--- src/rtl/fb_write_scheduler_pkg.sv ---
// Shared framebuffer geometry and types for the GPU write path.
package gfx_pkg;

   localparam int FB_W      = 320;
   localparam int FB_H      = 240;
   localparam int FB_PIXELS = FB_W * FB_H;
   localparam int FB_ADDR_W = 17;

   typedef struct packed {
      logic [8:0] x;
      logic [7:0] y;
      logic [7:0] color;
   } fb_pix_t;

   typedef enum logic {
      CLEAR = 1'b0,
      DRAW  = 1'b1
   } fbw_state_e;

endpackage

--- src/rtl/fb_write_scheduler_if.sv ---
// Rasterizer-to-scheduler pixel stream (valid/ready handshake).
interface fb_write_scheduler_if;

   logic       px_valid;
   logic       px_ready;
   logic [8:0] px_x;
   logic [7:0] px_y;
   logic [7:0] px_color;

   modport master (output px_valid, px_x, px_y, px_color, input px_ready);
   modport slave  (input px_valid, px_x, px_y, px_color, output px_ready);

endinterface

--- src/rtl/fb_write_scheduler_vsync_edge_sync.sv ---
// Two-flop vsync synchronizer with a one-cycle falling-edge pulse.
module vsync_edge_sync (
   input  logic clk,
   input  logic rst,
   input  logic vsync,
   output logic swap_evt
);

   logic meta_q;
   logic sync_q;
   logic prev_q;

   always_ff @(posedge clk) begin
      if (!rst) begin
         meta_q <= 1'b0;
         sync_q <= 1'b0;
         prev_q <= 1'b0;
      end else begin
         meta_q <= vsync;
         sync_q <= meta_q;
         prev_q <= sync_q;
      end
   end

   assign swap_evt = prev_q & ~sync_q;

endmodule

--- src/rtl/fb_write_scheduler.sv ---
// Framebuffer write-port owner: clears the back buffer after each swap,
// then forwards on-screen rasterizer pixels as registered writes.
//
//   state | meaning
//   CLEAR | writing the latched clear colour to every address, ascending
//   DRAW  | accepting rasterizer pixels
module fb_write_scheduler
   import gfx_pkg::*;
#(
   parameter int ADDR_WIDTH = FB_ADDR_W,
   parameter int FB_WIDTH   = FB_W,
   parameter int FB_HEIGHT  = FB_H
) (
   input  logic                  clk,
   input  logic                  rst,
   input  logic                  vsync,
   input  logic                  clear_en,
   input  logic [7:0]            clear_color,
   fb_write_scheduler_if.slave   px,
   output logic                  frame_start,
   output logic                  clearing,
   output logic                  frame_overrun,
   output logic                  fb_wea,
   output logic [ADDR_WIDTH-1:0] fb_addra,
   output logic [7:0]            fb_dina
);

   localparam logic [ADDR_WIDTH-1:0] LAST_ADDR = ADDR_WIDTH'(FB_WIDTH * FB_HEIGHT - 1);

   fbw_state_e            state, state_nxt;
   logic [ADDR_WIDTH-1:0] cnt, cnt_nxt;
   logic [7:0]            col_q, col_nxt, clr_col;
   logic                  swap_evt;
   logic                  overrun_nxt, fs_nxt, wea_nxt;
   logic [ADDR_WIDTH-1:0] addr_nxt, pix_addr;
   logic [7:0]            din_nxt;
   logic                  pix_on;
   fb_pix_t               pix;

   vsync_edge_sync u_vsync_edge_sync (
      .clk      (clk),
      .rst      (rst),
      .vsync    (vsync),
      .swap_evt (swap_evt)
   );

   assign pix      = '{x: px.px_x, y: px.px_y, color: px.px_color};
   assign pix_on   = (int'(pix.x) < FB_WIDTH) && (int'(pix.y) < FB_HEIGHT);
   assign pix_addr = ADDR_WIDTH'(pix.y) * ADDR_WIDTH'(FB_WIDTH) + ADDR_WIDTH'(pix.x);

   // The first clear write after reset sees the live colour so a clear
   // that starts out of reset still uses the configured value.
   assign clr_col     = (cnt == '0) ? clear_color : col_q;
   assign clearing    = (state == CLEAR);
   assign px.px_ready = (state == DRAW) && !swap_evt;

   always_comb begin
      state_nxt   = state;
      cnt_nxt     = cnt;
      col_nxt     = col_q;
      overrun_nxt = frame_overrun;
      wea_nxt     = 1'b0;
      addr_nxt    = fb_addra;
      din_nxt     = fb_dina;
      if (swap_evt) begin
         state_nxt = clear_en ? CLEAR : DRAW;
         cnt_nxt   = '0;
         col_nxt   = clear_color;
         if (state == CLEAR) overrun_nxt = 1'b1;
      end else begin
         case (state)
            CLEAR: begin
               wea_nxt  = 1'b1;
               addr_nxt = cnt;
               din_nxt  = clr_col;
               if (cnt == '0) col_nxt = clear_color;
               if (cnt == LAST_ADDR) begin
                  state_nxt = DRAW;
                  cnt_nxt   = '0;
               end else begin
                  cnt_nxt = cnt + 1'b1;
               end
            end
            DRAW: begin
               if (px.px_valid && pix_on) begin
                  wea_nxt  = 1'b1;
                  addr_nxt = pix_addr;
                  din_nxt  = pix.color;
               end
            end
            default: state_nxt = CLEAR;
         endcase
      end
      fs_nxt = (state_nxt == DRAW) && ((state == CLEAR) || swap_evt);
   end

   always_ff @(posedge clk) begin
      if (!rst) begin
         state         <= CLEAR;
         cnt           <= '0;
         col_q         <= '0;
         frame_overrun <= 1'b0;
         frame_start   <= 1'b0;
         fb_wea        <= 1'b0;
         fb_addra      <= '0;
         fb_dina       <= '0;
      end else begin
         state         <= state_nxt;
         cnt           <= cnt_nxt;
         col_q         <= col_nxt;
         frame_overrun <= overrun_nxt;
         frame_start   <= fs_nxt;
         fb_wea        <= wea_nxt;
         fb_addra      <= addr_nxt;
         fb_dina       <= din_nxt;
      end
   end

endmodule

--- src/flat_wrapper.sv ---
// flat-port wrapper written by rule: the top's interface ports become plain ports
module fb_write_scheduler_flat import gfx_pkg::*;
#(
   parameter int ADDR_WIDTH = FB_ADDR_W,
   parameter int FB_WIDTH   = FB_W,
   parameter int FB_HEIGHT  = FB_H
)
  (clk, rst, vsync, clear_en, clear_color, frame_start, clearing, frame_overrun, fb_wea, fb_addra, fb_dina, px_px_valid, px_px_x, px_px_y, px_px_color, px_px_ready);
  fb_write_scheduler_if px_i ();
  input  logic clk;
  input  logic rst;
  input  logic vsync;
  input  logic clear_en;
  input  logic [7:0] clear_color;
  output logic frame_start;
  output logic clearing;
  output logic frame_overrun;
  output logic fb_wea;
  output logic [ADDR_WIDTH-1:0] fb_addra;
  output logic [7:0] fb_dina;
  input wire logic [$bits(px_i.px_valid)-1:0] px_px_valid;
  input wire logic [$bits(px_i.px_x)-1:0] px_px_x;
  input wire logic [$bits(px_i.px_y)-1:0] px_px_y;
  input wire logic [$bits(px_i.px_color)-1:0] px_px_color;
  output wire logic [$bits(px_i.px_ready)-1:0] px_px_ready;
  assign px_i.px_valid = px_px_valid;
  assign px_i.px_x = px_px_x;
  assign px_i.px_y = px_px_y;
  assign px_i.px_color = px_px_color;
  assign px_px_ready = px_i.px_ready;
  fb_write_scheduler #(.ADDR_WIDTH(ADDR_WIDTH), .FB_WIDTH(FB_WIDTH), .FB_HEIGHT(FB_HEIGHT)) u_core (.clk(clk), .rst(rst), .vsync(vsync), .clear_en(clear_en), .clear_color(clear_color), .px(px_i), .frame_start(frame_start), .clearing(clearing), .frame_overrun(frame_overrun), .fb_wea(fb_wea), .fb_addra(fb_addra), .fb_dina(fb_dina));
endmodule
--- config.mk ---
export PLATFORM = sky130hd
export DESIGN_NAME = fb_write_scheduler_flat
export DESIGN_NICKNAME = d
export VERILOG_FILES = /design/src/rtl/fb_write_scheduler_pkg.sv /design/src/rtl/fb_write_scheduler_if.sv /design/src/rtl/fb_write_scheduler_vsync_edge_sync.sv /design/src/rtl/fb_write_scheduler.sv /design/src/flat_wrapper.sv
export SDC_FILE = /design/constraint.sdc
export NUM_CORES = 1
export LEC_CHECK = 0
export CAP_MARGIN = 20
export CORE_MARGIN = 1.5
export CORE_UTILIZATION = 51
export CTS_CLUSTER_DIAMETER = 200
export DETAILED_ROUTE_END_ITERATION = 10
export PLACE_DENSITY = 0.78
export SLEW_MARGIN = 20
export SYNTH_ARGS = -nofsm -noshare
export SYNTH_HDL_FRONTEND = slang
export SYNTH_SLANG_ARGS = --single-unit
--- constraint.sdc ---
create_clock -name clk -period 3.53 [get_ports clk]
set_clock_uncertainty 0.1 [all_clocks]
set_input_delay 0.706 -clock clk [delete_from_list [all_inputs] [get_ports clk]]
set_output_delay 0.706 -clock clk [all_outputs]
set_load 0.05 [all_outputs]
* After elaboration in Yosys (flattened, before gate mapping) *
Index checks and enable logic that the tools add are counted.

operators by class
  bitwise logic cells = 5
  shifts and indexed selects = 0
  div/mod/pow operators = 0
  add/subtract/negate cells = 2
  multiply operators = 1
  equality and inequality tests = 3
  magnitude comparators = 2
  reductions and logical operators = 10
  mux-type cells = 14

operators with widths
  cell                     number
  $mux W17                 2
  $pmux W17 S2             1
  $mux W8                  4
  $add A17 B1 Y17 const B  1
  $add A17 B9 Y17          1
  $eq A17 B17 Y1 const B   1
  $logic_not A17 Y1        1
  $pmux W8 S2              1
  $mul A8 B3 Y11 const B   1
  $lt A9 B9 Y1 const B     1
  $lt A8 B8 Y1 const B     1
  $mux W1                  5
  $logic_and A1 B1 Y1      4
  $ne A2 B2 Y1 const B     2
  $not A1 Y1               4
  $reduce_and A2 Y1        2
  $pmux W1 S2              1
  $reduce_or A2 Y1         1
  $and A1 B1 Y1            1
  $logic_not A1 Y1         1
  $logic_or A1 B1 Y1       1

word-level totals
  latch bits = 0
  bits in writable memories = 0
  input port bits = 38
  bits in read-only memories = 0
  memories kept = 0
  output and inout port bits = 30
  bits in registers = 57

* Depth between registers and ports, before layout *
Gate-level depths: netlist (run 1).

  word-level depth = 5
  gate-level depth with buffers = 9
  depth with buffers taken out = 9

* By module *
Synthesis (run 1) repeated with hierarchy kept, for this count alone.

unflattened totals
  cell total of the unflattened synthesis = 355
  area, all modules = 3083.0 µm²

modules (own cells, without submodules)
  module              times used  area each (µm²)  cells each
  fb_write_scheduler  1           2994.1           348
  vsync_edge_sync     1           88.8             7

* Worst setup path before layout (run 1) *
OpenSTA, ideal clock, no wires.

  path kind = input -> register
  from = in px_px_y[1]
  to = reg u_core.fb_addra[15]
  data required time = 3293 ps
  path slack = 429 ps
  library setup time = 137 ps
  arrival time = 2864 ps
  stages = 9
  path through = ha_1 -> ha_1 -> fa_1 -> xnor2_1 -> a2111oi_1 -> o211ai_1 -> nor4b_2 -> xnor2_1 -> a31oi_1

on the way
  word-level cells in the longest chain between the ends = 5
  elaborated cells between the ends (all ways) = 9
  those cells by class = add/sub: 1; mul: 1; order compare: 1; eq/ne: 1; mux: 2; reduce/logical: 3

RTL lines
  what                                                                     RTL line                   text
  from (decl)                                                              flat_wrapper.sv:23         input wire logic [$bits(px_i.px_y)-1:0] px_px_y;
  parallel branches: the longest is 5 deep, another holds $add A17 B9 Y17  -
  to (signal assigned)                                                     fb_write_scheduler.sv:114  fb_addra <= addr_nxt;
  to (decl)                                                                fb_write_scheduler.sv:24   output logic [ADDR_WIDTH-1:0] fb_addra,

Parallel ways; which one is timed is not known. The select of a mux whose other input is x is not followed.
A chain may end at the register's enable or synchronous reset.

* Worst setup path in the final report (run 1) *
  from = in px_px_y[3]
  to = reg u_core.fb_addra[15]

The elaborated chain is that of the path after synthesis.

==> results of run 1 <==
## metal layers
layer | vias to the layer above | share of wire [%] | track usage [%]
li1 | 1411 | - | -
met1 | 1329 | 46 | 30.2
met2 | 89 | 46 | 41.7
met3 | 24 | 5.1 | 5.73
met4 | 0 | 3.1 | 13.6
met5 | - | 0 | 0
## registers in the layout, summed over array words and instances (netlist names)
signal                           count
u_core.state                         1
u_core.u_vsync_edge_sync.sync_q      1
u_core.col_q                         8
u_core.fb_dina                       8
u_core.fb_addra                     17
u_core.cnt                          17
u_core.fb_wea                        1
u_core.frame_start                   1
u_core.u_vsync_edge_sync.prev_q      1
u_core.u_vsync_edge_sync.meta_q      1
u_core.frame_overrun                 1
## where the power goes
group | switching, uW | total [uW] | internal (uW)
Sequential | 23.2 | 704 | 681
Clock | 269 | 706 | 438
Combinational | 264 | 479 | 214
Total | 556 | 1890 | 1330
## cells in the mapped netlist, drive strengths merged, types with 2 or more instances
master	instances	area, um2
nor4	4	25.0
o211a	10	100
dfxtp	57	1140
xnor2	16	140
nor2	40	150
ha	17	213
a2111oi	2	20.0
nand2	34	128
o22ai	8	50.1
nand3	8	40.0
a21boi	2	15.0
fa	2	40.0
and2	5	32.5
buf	3	13.8
nor3	3	15.0
o221ai	2	17.5
o21ai	8	51.3
a21oi	21	105
nor2b	18	113
a21o	3	23.8
mux2i	22	220
nor4b	2	23.8
inv	9	33.8
a31oi	3	18.8
xor2	10	87.6
o21bai	2	15.0
o211ai	6	45.0
clkbuf	14	52.6
nand4	9	56.3
## final timing paths
kind                                    from                              end  cells after the start
max                               px_px_y[3]              u_core.fb_addra[15]                     10
min          u_core.u_vsync_edge_sync.meta_q  u_core.u_vsync_edge_sync.sync_q                      1
max reg2reg                     u_core.state                   u_core.cnt[16]                      5
min reg2reg  u_core.u_vsync_edge_sync.meta_q  u_core.u_vsync_edge_sync.sync_q                      1
## cells in the final DEF, fill, tap and decap left out, types with 9 or more instances in the layout
cell type,instances
buf_4,15
nor2b_1,18
xnor2_1,16
o211a_1,10
a21oi_1,20
ha_1,17
nand4_1,9
nor2_1,40
inv_1,9
nand2_1,34
xor2_1,10
mux2i_1,22
dfxtp_1,57
clkbuf_8,11
clkdlybuf4s50_1,65
## stage by stage
stage               instances  hold slack (ns)  total power, uW  setup slack, ns
floorplan                 355            0.312             1030            0.429
global placement          494            0.315             1180           -0.107
detailed placement        494            0.326             1190           -0.200
CTS                       510            0.341             1890            0.149
global route              510            0.361             1960           0.0723
finish                    510            0.338             1890            0.170
## cell type report
type	instances	area (um2)	share of cell area (%)
multi-input cells	271	1870	45.0
flip-flops and latches	57	1140	27.5
repair buffers	81	783	18.8
inverters	10	37.5	0.903
well taps	75	93.8	2.26
clock buffers	12	155	3.73
clock inverters	4	73.8	1.78
## kinds of logic after synthesis
| kind of cell | share of synthesized area, % |
|---|---|
| adder cells (fa/ha/maj) | 8.15 |
| AO/OA/AOI/OAI | 16.9 |
| AND/OR/NAND/NOR | 20.4 |
| XOR/XNOR | 7.34 |
| buffers and inverters | 3.35 |
| flip-flops | 36.8 |
| multiplexers | 7.10 |
## worst register-to-register path, stage by stage (launching register included)
cell and delay (ns):
dfxtp_1 0.55, nor2b_1 0.36, and2_1 0.27, nand4_1 0.27, or3b_2 0.51, a21oi_1 0.14
==> results.md, run 1 <==
- Status: finished clean
- Post-layout util: 70.6%
- Netlist cell types: 49
- Detailed Route Iter0 Violations: 130
- Die Span Y: 81 um
- Port Buffers: 67
- Pwr Density: 454 mW/mm2
- Gpl congestion: 0.937
- Initial antenna violation count: 0
- Max Slew Vio Count: 0
- Post-route antenna net violation count: 0
- Grt ovf: 0
- Top Ports: 68
- Crit-path max FO: 3
- HPWL after detailed placement: 5500 um
- Die width: 81 um
- H-tree lvl count: 3
- Post-CTS setup buffer count: 0
- Arr. time, crit path: 3.48 ns
- R2R setup slack: 1.27 ns
- Longest Clk Path Bufs: 2
- CP Cell Sequence: clkdlybuf4s50_1, ha_1, ha_1, fa_1, xnor2_1, a2111oi_2, o211ai_1, nor4b_2, xnor2_1, a31oi_1
- Largest net degree at the start of global routing: 34
- Required time of the critical path: 3.65 ns
- Slowest cell on the critical path: clkdlybuf4s50_1
- Setup tns final: 0 ns
- Reg clk slew, reported paths: 0.07 ns
- CP max stage delay: 0.50 ns
- Syn_area_per_cell: 8.74 um2
- Cell Area, Synth: 0.00310 mm2
- Number of global-route vias before repair: 2,767
- Final instance area: 0.00416 mm2
- Final Hold Vio Count: 0
- Min cycle time layout: 3.36 ns
- CTS Sinks: 57
- DR WL/cell: 15.2 um
- Count of final setup violators: 0
- Top FF cell, synth: dfxtp_1
- Asr flop ratio synth: 0%
- Fin nets: 487
- Total track usage: 25.2%
- Via/cell ratio: 5.59
- Period utilization: 95.2%
- Placement Rows: 28
- Layout cells sized above 1: 9.20%
- Inserted Clock Buffers: 9
- Worst VDD drop: 369 uV
- Rel. slew slack: 49.9%
- Worst path bufs/invs: 1
- Placement Cell Area: 0.00392 mm2
- Synth Instances: 355
- Leak: 0.00174 uW
- Sequential area share after synthesis: 36.8%
- Hold Buf Count CTS: 0
- Layout Area Growth over Synthesis: 34.0%
- Yosys Warn Count: 0
- Root Buffer Master: clkbuf_8
- Total die area: 0.00656 mm2
- First-pass GRT wire length: 12,500 um
- CP delay by family, top: adder cells
- DR pass1 iterations: 4
- Core ar.: 0.00589 mm2
- Remaining DRCs: 0
- EDFF count, synth: 0
- Max cap viols: 0
- # fillers: 488
- Vias: 2,853
- Min-Delay Path Class: flip-flop to flip-flop
- Seq cells post-synth: 57
- Post-CTS Resized: 0
- N_diodes: 0
- Unrepaired setup endpoints after global routing: no
- Clk_lat worst skew: 0.34 ns
- CTS tree: done
- Setup crit start kind: input port
- DRT Wirelength: 7750 um
- Max Fclk: 298 MHz
- Critical path capture point type: flip-flop
- Syn Nets: 412
- Starting Density: 52.7%
- Worst-Margin Slew: 0.750 ns
- Critical path type: input port to flip-flop
Power figures use the tool's default switching activity.
==> run 2: changes to the inputs <==
clock period = 3.6 ns   (was 3.53 ns; I/O delays follow)
==> run 2 against run 1 <==
Flip-flop and latch count is the same. Final area down 2.0%. Die area unchanged. First-iteration DRC count shrank 4.6%. Via count down 0.39%. Largest power group is now sequential cells.
==> results.md, run 2 (synthesis gave the netlist of run 1 again) <==
- Core ar.: 0.00589 mm2
- Starting Density: 52.7%
- Layout cells sized above 1: 8.31%
- # fillers: 512
- Period utilization: 94.2%
- Crit-path max FO: 3
- H-tree lvl count: 3
- Commonest non-fill, non-tap cells in the layout: clkdlybuf4s50_1, dfxtp_1, nor2_1, nand2_1, mux2i_1
- Hold_sp: u_core.u_vsync_edge_sync.meta_q
- Largest net degree at the start of global routing: 34
- Worst VDD drop: 316 uV
- Max Fclk: 295 MHz
- CP max stage delay: 0.47 ns
- Rel. slew slack: 49.6%
- N_diodes: 0
- Slowest cell on the critical path: a2111oi_1
- Leak: 0.00170 uW
- Post-CTS setup buffer count: 0
- Final Hold Vio Count: 0
- Status: finished clean
- Worst-Margin Slew: 0.755 ns
- Detailed Route Iter0 Violations: 124
- CP Cell Sequence: clkdlybuf4s50_1, ha_1, ha_1, fa_1, xnor2_1, a2111oi_1, o211ai_1, nor4b_2, xnor2_1, a31oi_1
- Cells after DPL: 492
- Post-route antenna net violation count: 0
- Via/cell ratio: 5.59
- Top Ports: 68
- Non-filler cells, final: 508
- Gpl congestion: 0.867
- First-pass GRT wire length: 12,600 um
- Post-layout util: 69.2%
- Fin nets: 485
- CTS tree: done
- DR WL/cell: 15.2 um
- Count of final setup violators: 0
- Total die area: 0.00656 mm2
- Setup crit start kind: input port
- Min-Delay Path Class: flip-flop to flip-flop
- Critical path capture point type: flip-flop
- Max Slew Vio Count: 0
- Reg clk slew, reported paths: 0.07 ns
- Critical path type: input port to flip-flop
- Pwr Density: 412 mW/mm2
- Top flop regs: u_core.cnt (17), u_core.fb_addra (17)
- Min cycle time layout: 3.39 ns
- Unrepaired setup endpoints after global routing: no
- Remaining DRCs: 0
- Reg2reg end: u_core.cnt[16]
- Initial antenna violation count: 0
- Inserted Clock Buffers: 9
- Commonest non-fill, non-tap cell in the layout: clkdlybuf4s50_1
- Vias: 2,842
- Worst min-delay path endpoint: u_core.u_vsync_edge_sync.sync_q
- Max cap viols: 0
- CTS Sinks: 57
- Layout Area Growth over Synthesis: 31.3%
- Placement Rows: 28
- DR pass1 iterations: 4
- Hold Buf Count CTS: 0
- Longest Clk Path Bufs: 2
- R2R setup slack: 1.35 ns
- Grt ovf: 0
- Clk_lat worst skew: 0.33 ns
- DRT Wirelength: 7740 um
- Hold path depth: 1
- FF-to-FF path depth: 5
- Post-CTS Resized: 0
- Total track usage: 25.1%
- Port Buffers: 67
- Arr. time, crit path: 3.50 ns
- Number of global-route vias before repair: 2,792
- Die width: 81 um
- R2R Path Start: u_core.state
- Required time of the critical path: 3.71 ns
- Root Buffer Master: clkbuf_8
- Die Span Y: 81 um
- HPWL after detailed placement: 5590 um
==> run 2: critical path: cells and delay by family <==
family	cells	cell delay, ns
AND/OR/NAND/NOR	1	0.31
buffers and inverters	1	0.43
AO/OA/AOI/OAI	3	0.76
XOR/XNOR	2	0.34
adder cells (fa/ha/maj)	3	0.94
==> run 2: report_power, final <==
part / total, uW / internal, uW / switching [uW]
logic: 464 / 208 / 256
clock network: 527 / 266 / 261
registers: 690 / 668 / 22.6
==> run 2: worst max path at each step <==
stage,startpoint,to,slack (ns)
finish,px_px_y[1],u_core.fb_addra[15],0.21
global route,px_px_y[1],u_core.fb_addra[15],0.003
CTS,px_px_y[1],u_core.fb_addra[15],0.20
detailed placement,px_px_y[1],u_core.fb_addra[15],-0.15
global placement,px_px_y[1],u_core.fb_addra[15],-0.05
floorplan,px_px_y[1],u_core.fb_addra[15],0.49
==> run 2: per-stage QoR <==
stage                     worst slack, ns  power (uW)  hold WS [ns]  area (um2)  TNS, ns
final                               0.208        1680         0.340        4080        0
after global placement            -0.0454        1150         0.314        3900  -0.0508
after CTS                           0.197        1690         0.340        4080        0
after detailed placement           -0.150        1160         0.325        3900   -0.280
after floorplan                     0.485        1010         0.312        3100        0
after global routing              0.00312        1760         0.372        4080        0
==> run 2: metal layers <==
| metal | share of wire, % | up-vias | track usage [%] |
|---|---|---|---|
| met5 | 0 | - | 0 |
| met4 | 1.4 | 0 | 10.5 |
| met3 | 4.7 | 11 | 5.17 |
| met2 | 48 | 85 | 41.8 |
| met1 | 46 | 1340 | 31.4 |
| li1 | - | 1406 | - |
==> run 2: final cells by class <==
class | count | area [um2] | area share (%)
multi-input combinational | 271 | 1860 | 45.7
sequential | 57 | 1140 | 28.0
timing repair buffer | 79 | 768 | 18.9
clock buffer | 11 | 141 | 3.47
tap | 75 | 93.8 | 2.30
inverter | 10 | 37.5 | 0.921
clock inverter | 5 | 31.3 | 0.768
==> run 3: changes to the inputs <==
CORE_MARGIN = 10   (was 1.5)
==> run 3 against run 2 <==
Via count decreased by 1.7%. Sequential power is essentially flat. Combinational power hardly changed. Clock power is 41% higher. Critical path depth is the same. Flip-flop and latch count unchanged. Non-clock buffer count is 2 lower. Global-route usage down 8.2 points.
==> results.md, run 3 (synthesis gave the netlist of run 1 again) <==
- Root Buffer Master: clkbuf_8
- Internal Pwr Total: 1350 uW
- Reg power frac: 36.3%
- Post-CTS Resized: 0
- R2R setup slack: 1.38 ns
- Layout cells sized above 1: 7.89%
- Metal3 WL: 553 um
- Layout Area Growth over Synthesis: 33.1%
- Commonest non-fill, non-tap cells in the layout: clkdlybuf4s50_1, dfxtp_1, nor2_1, nand2_1, mux2i_1
- P_sw: 543 uW
- Hold path depth: 1
- Hold_sp: u_core.u_vsync_edge_sync.meta_q
- N_diodes: 0
- Total track usage: 16.9%
- Post-route antenna net violation count: 0
- HPWL after detailed placement: 6150 um
- Core ar.: 0.00592 mm2
- # fillers: 467
- Starting Density: 52.4%
- Critical path type: input port to flip-flop
- Port Buffers: 67
- FF-to-FF path depth: 6
- Top flop regs: u_core.cnt (17), u_core.fb_addra (17)
- CTS tree: done
- Required time of the critical path: 3.70 ns
- CTS Sinks: 57
- Worst-Margin Slew: 0.703 ns
- H-tree lvl count: 3
- Longest Clk Path Bufs: 2
- Worst min-delay path endpoint: u_core.u_vsync_edge_sync.sync_q
- Gpl congestion: 0.882
- Reg2reg end: u_core.cnt[16]
- Count of final setup violators: 0
- Pwr Density: 459 mW/mm2
- Min cycle time layout: 3.39 ns
- Max cap viols: 0
- Via/cell ratio: 5.52
- Vias: 2,795
- First-pass GRT wire length: 13,500 um
- Clk_lat worst skew: 0.34 ns
- Max Used Layer: met4
- Seq. cell area: 0.00114 mm2
- DRT Wirelength: 8380 um
- Initial antenna violation count: 0
- Grt ovf: 0
- Area of the multi-input gates: 0.00186 mm2
- DR pass1 iterations: 4
- Clock share of power: 39.1%
- Max Fclk: 295 MHz
- Commonest non-fill, non-tap cell in the layout: clkdlybuf4s50_1
- Net Sw Frac: 28.7%
- Total die area: 0.00960 mm2
- Number of global-route vias before repair: 2,809
- Detailed Route Iter0 Violations: 116
- Post-CTS setup buffer count: 0
- Leak: 0.00172 uW
- DRT met1 WL: 3670 um
- Fin nets: 483
- Critical path capture point type: flip-flop
- Min-Delay Path Class: flip-flop to flip-flop
- Unrepaired setup endpoints after global routing: no
- Post-layout util: 69.8%
- Placement Rows: 28
- Rel. slew slack: 53.0%
- R2R Path Start: u_core.state
- Setup crit start kind: input port
- Remaining DRCs: 0
- Worst VDD drop: 285 uV
- Inserted Clock Buffers: 9
- Die Span Y: 98 um
- Die width: 98 um
- Arr. time, crit path: 3.49 ns
- Placement Cell Area: 0.00389 mm2
- Final Hold Vio Count: 0
- Max Slew Vio Count: 0
- DR WL/cell: 16.6 um
- Final instance area: 0.00413 mm2
- Crit-path max FO: 3
- Period utilization: 94.1%
- Status: finished clean
- Top Ports: 68
- Reg clk slew, reported paths: 0.07 ns
- Metal2 WL: 3950 um
- Largest net degree at the start of global routing: 48
- Hold Buf Count CTS: 0
- Logic pwr share: 24.5%
==> run 3: metrics by stage <==
stage                     std cells  setup TNS (ns)  hold slack, ns  setup slack, ns  total power (uW)
after global routing            506               0           0.356           0.0582              1970
after detailed placement        490          -0.369           0.323           -0.151              1160
after floorplan                 355               0           0.312            0.485              1010
final                           506               0           0.335            0.211              1890
after CTS                       506               0           0.338            0.198              1890
after global placement          490         -0.0616           0.315          -0.0495              1150
==> run 3: how the worst max path moves through the flow <==
stage               startpoint             endpoint  slack, ns  cells past startpoint
floorplan           px_px_y[1]  u_core.fb_addra[15]       0.49                      9
global placement    px_px_y[1]  u_core.fb_addra[15]      -0.05                     10
detailed placement  px_px_y[1]  u_core.fb_addra[15]      -0.15                     10
CTS                 px_px_y[1]  u_core.fb_addra[15]       0.20                     10
global route        px_px_y[1]  u_core.fb_addra[15]       0.06                     10
finish              px_px_y[1]  u_core.fb_addra[15]       0.21                     10
==> run 3: metal layers <==
metal / global-route usage [%] / vias to the layer above
met4: 7.38 / 0
met2: 28.3 / 90
li1: - / 1405
met3: 5.57 / 20
met5: 0 / -
met1: 19.2 / 1280
==> run 3: cell type report <==
class,instances,area share [%]
clock buffers,11,3.42
multi-input cells,271,45.1
repair buffers,77,18.2
well taps,75,2.27
flip-flops and latches,57,27.6
clock inverters,5,2.48
inverters,10,0.909
==> run 3: power by group through the flow <==
stage | registers [uW] | clock network, uW | logic, uW
2_1_floorplan | 771 | 0 | 235
3_3_place_gp | 700 | 0 | 455
3_5_place_dp | 702 | 0 | 461
4_1_cts | 688 | 741 | 465
5_1_grt | 693 | 772 | 502
6_report | 688 | 742 | 465
==> run 3: worst max-delay path, stage by stage <==
cell	delay, ns
clkdlybuf4s50_1	0.43
ha_1	0.31
ha_1	0.23
fa_1	0.54
nand3_1	0.09
a2111oi_1	0.46
o211ai_1	0.19
nor4b_2	0.27
xnor2_1	0.15
a31oi_1	0.09
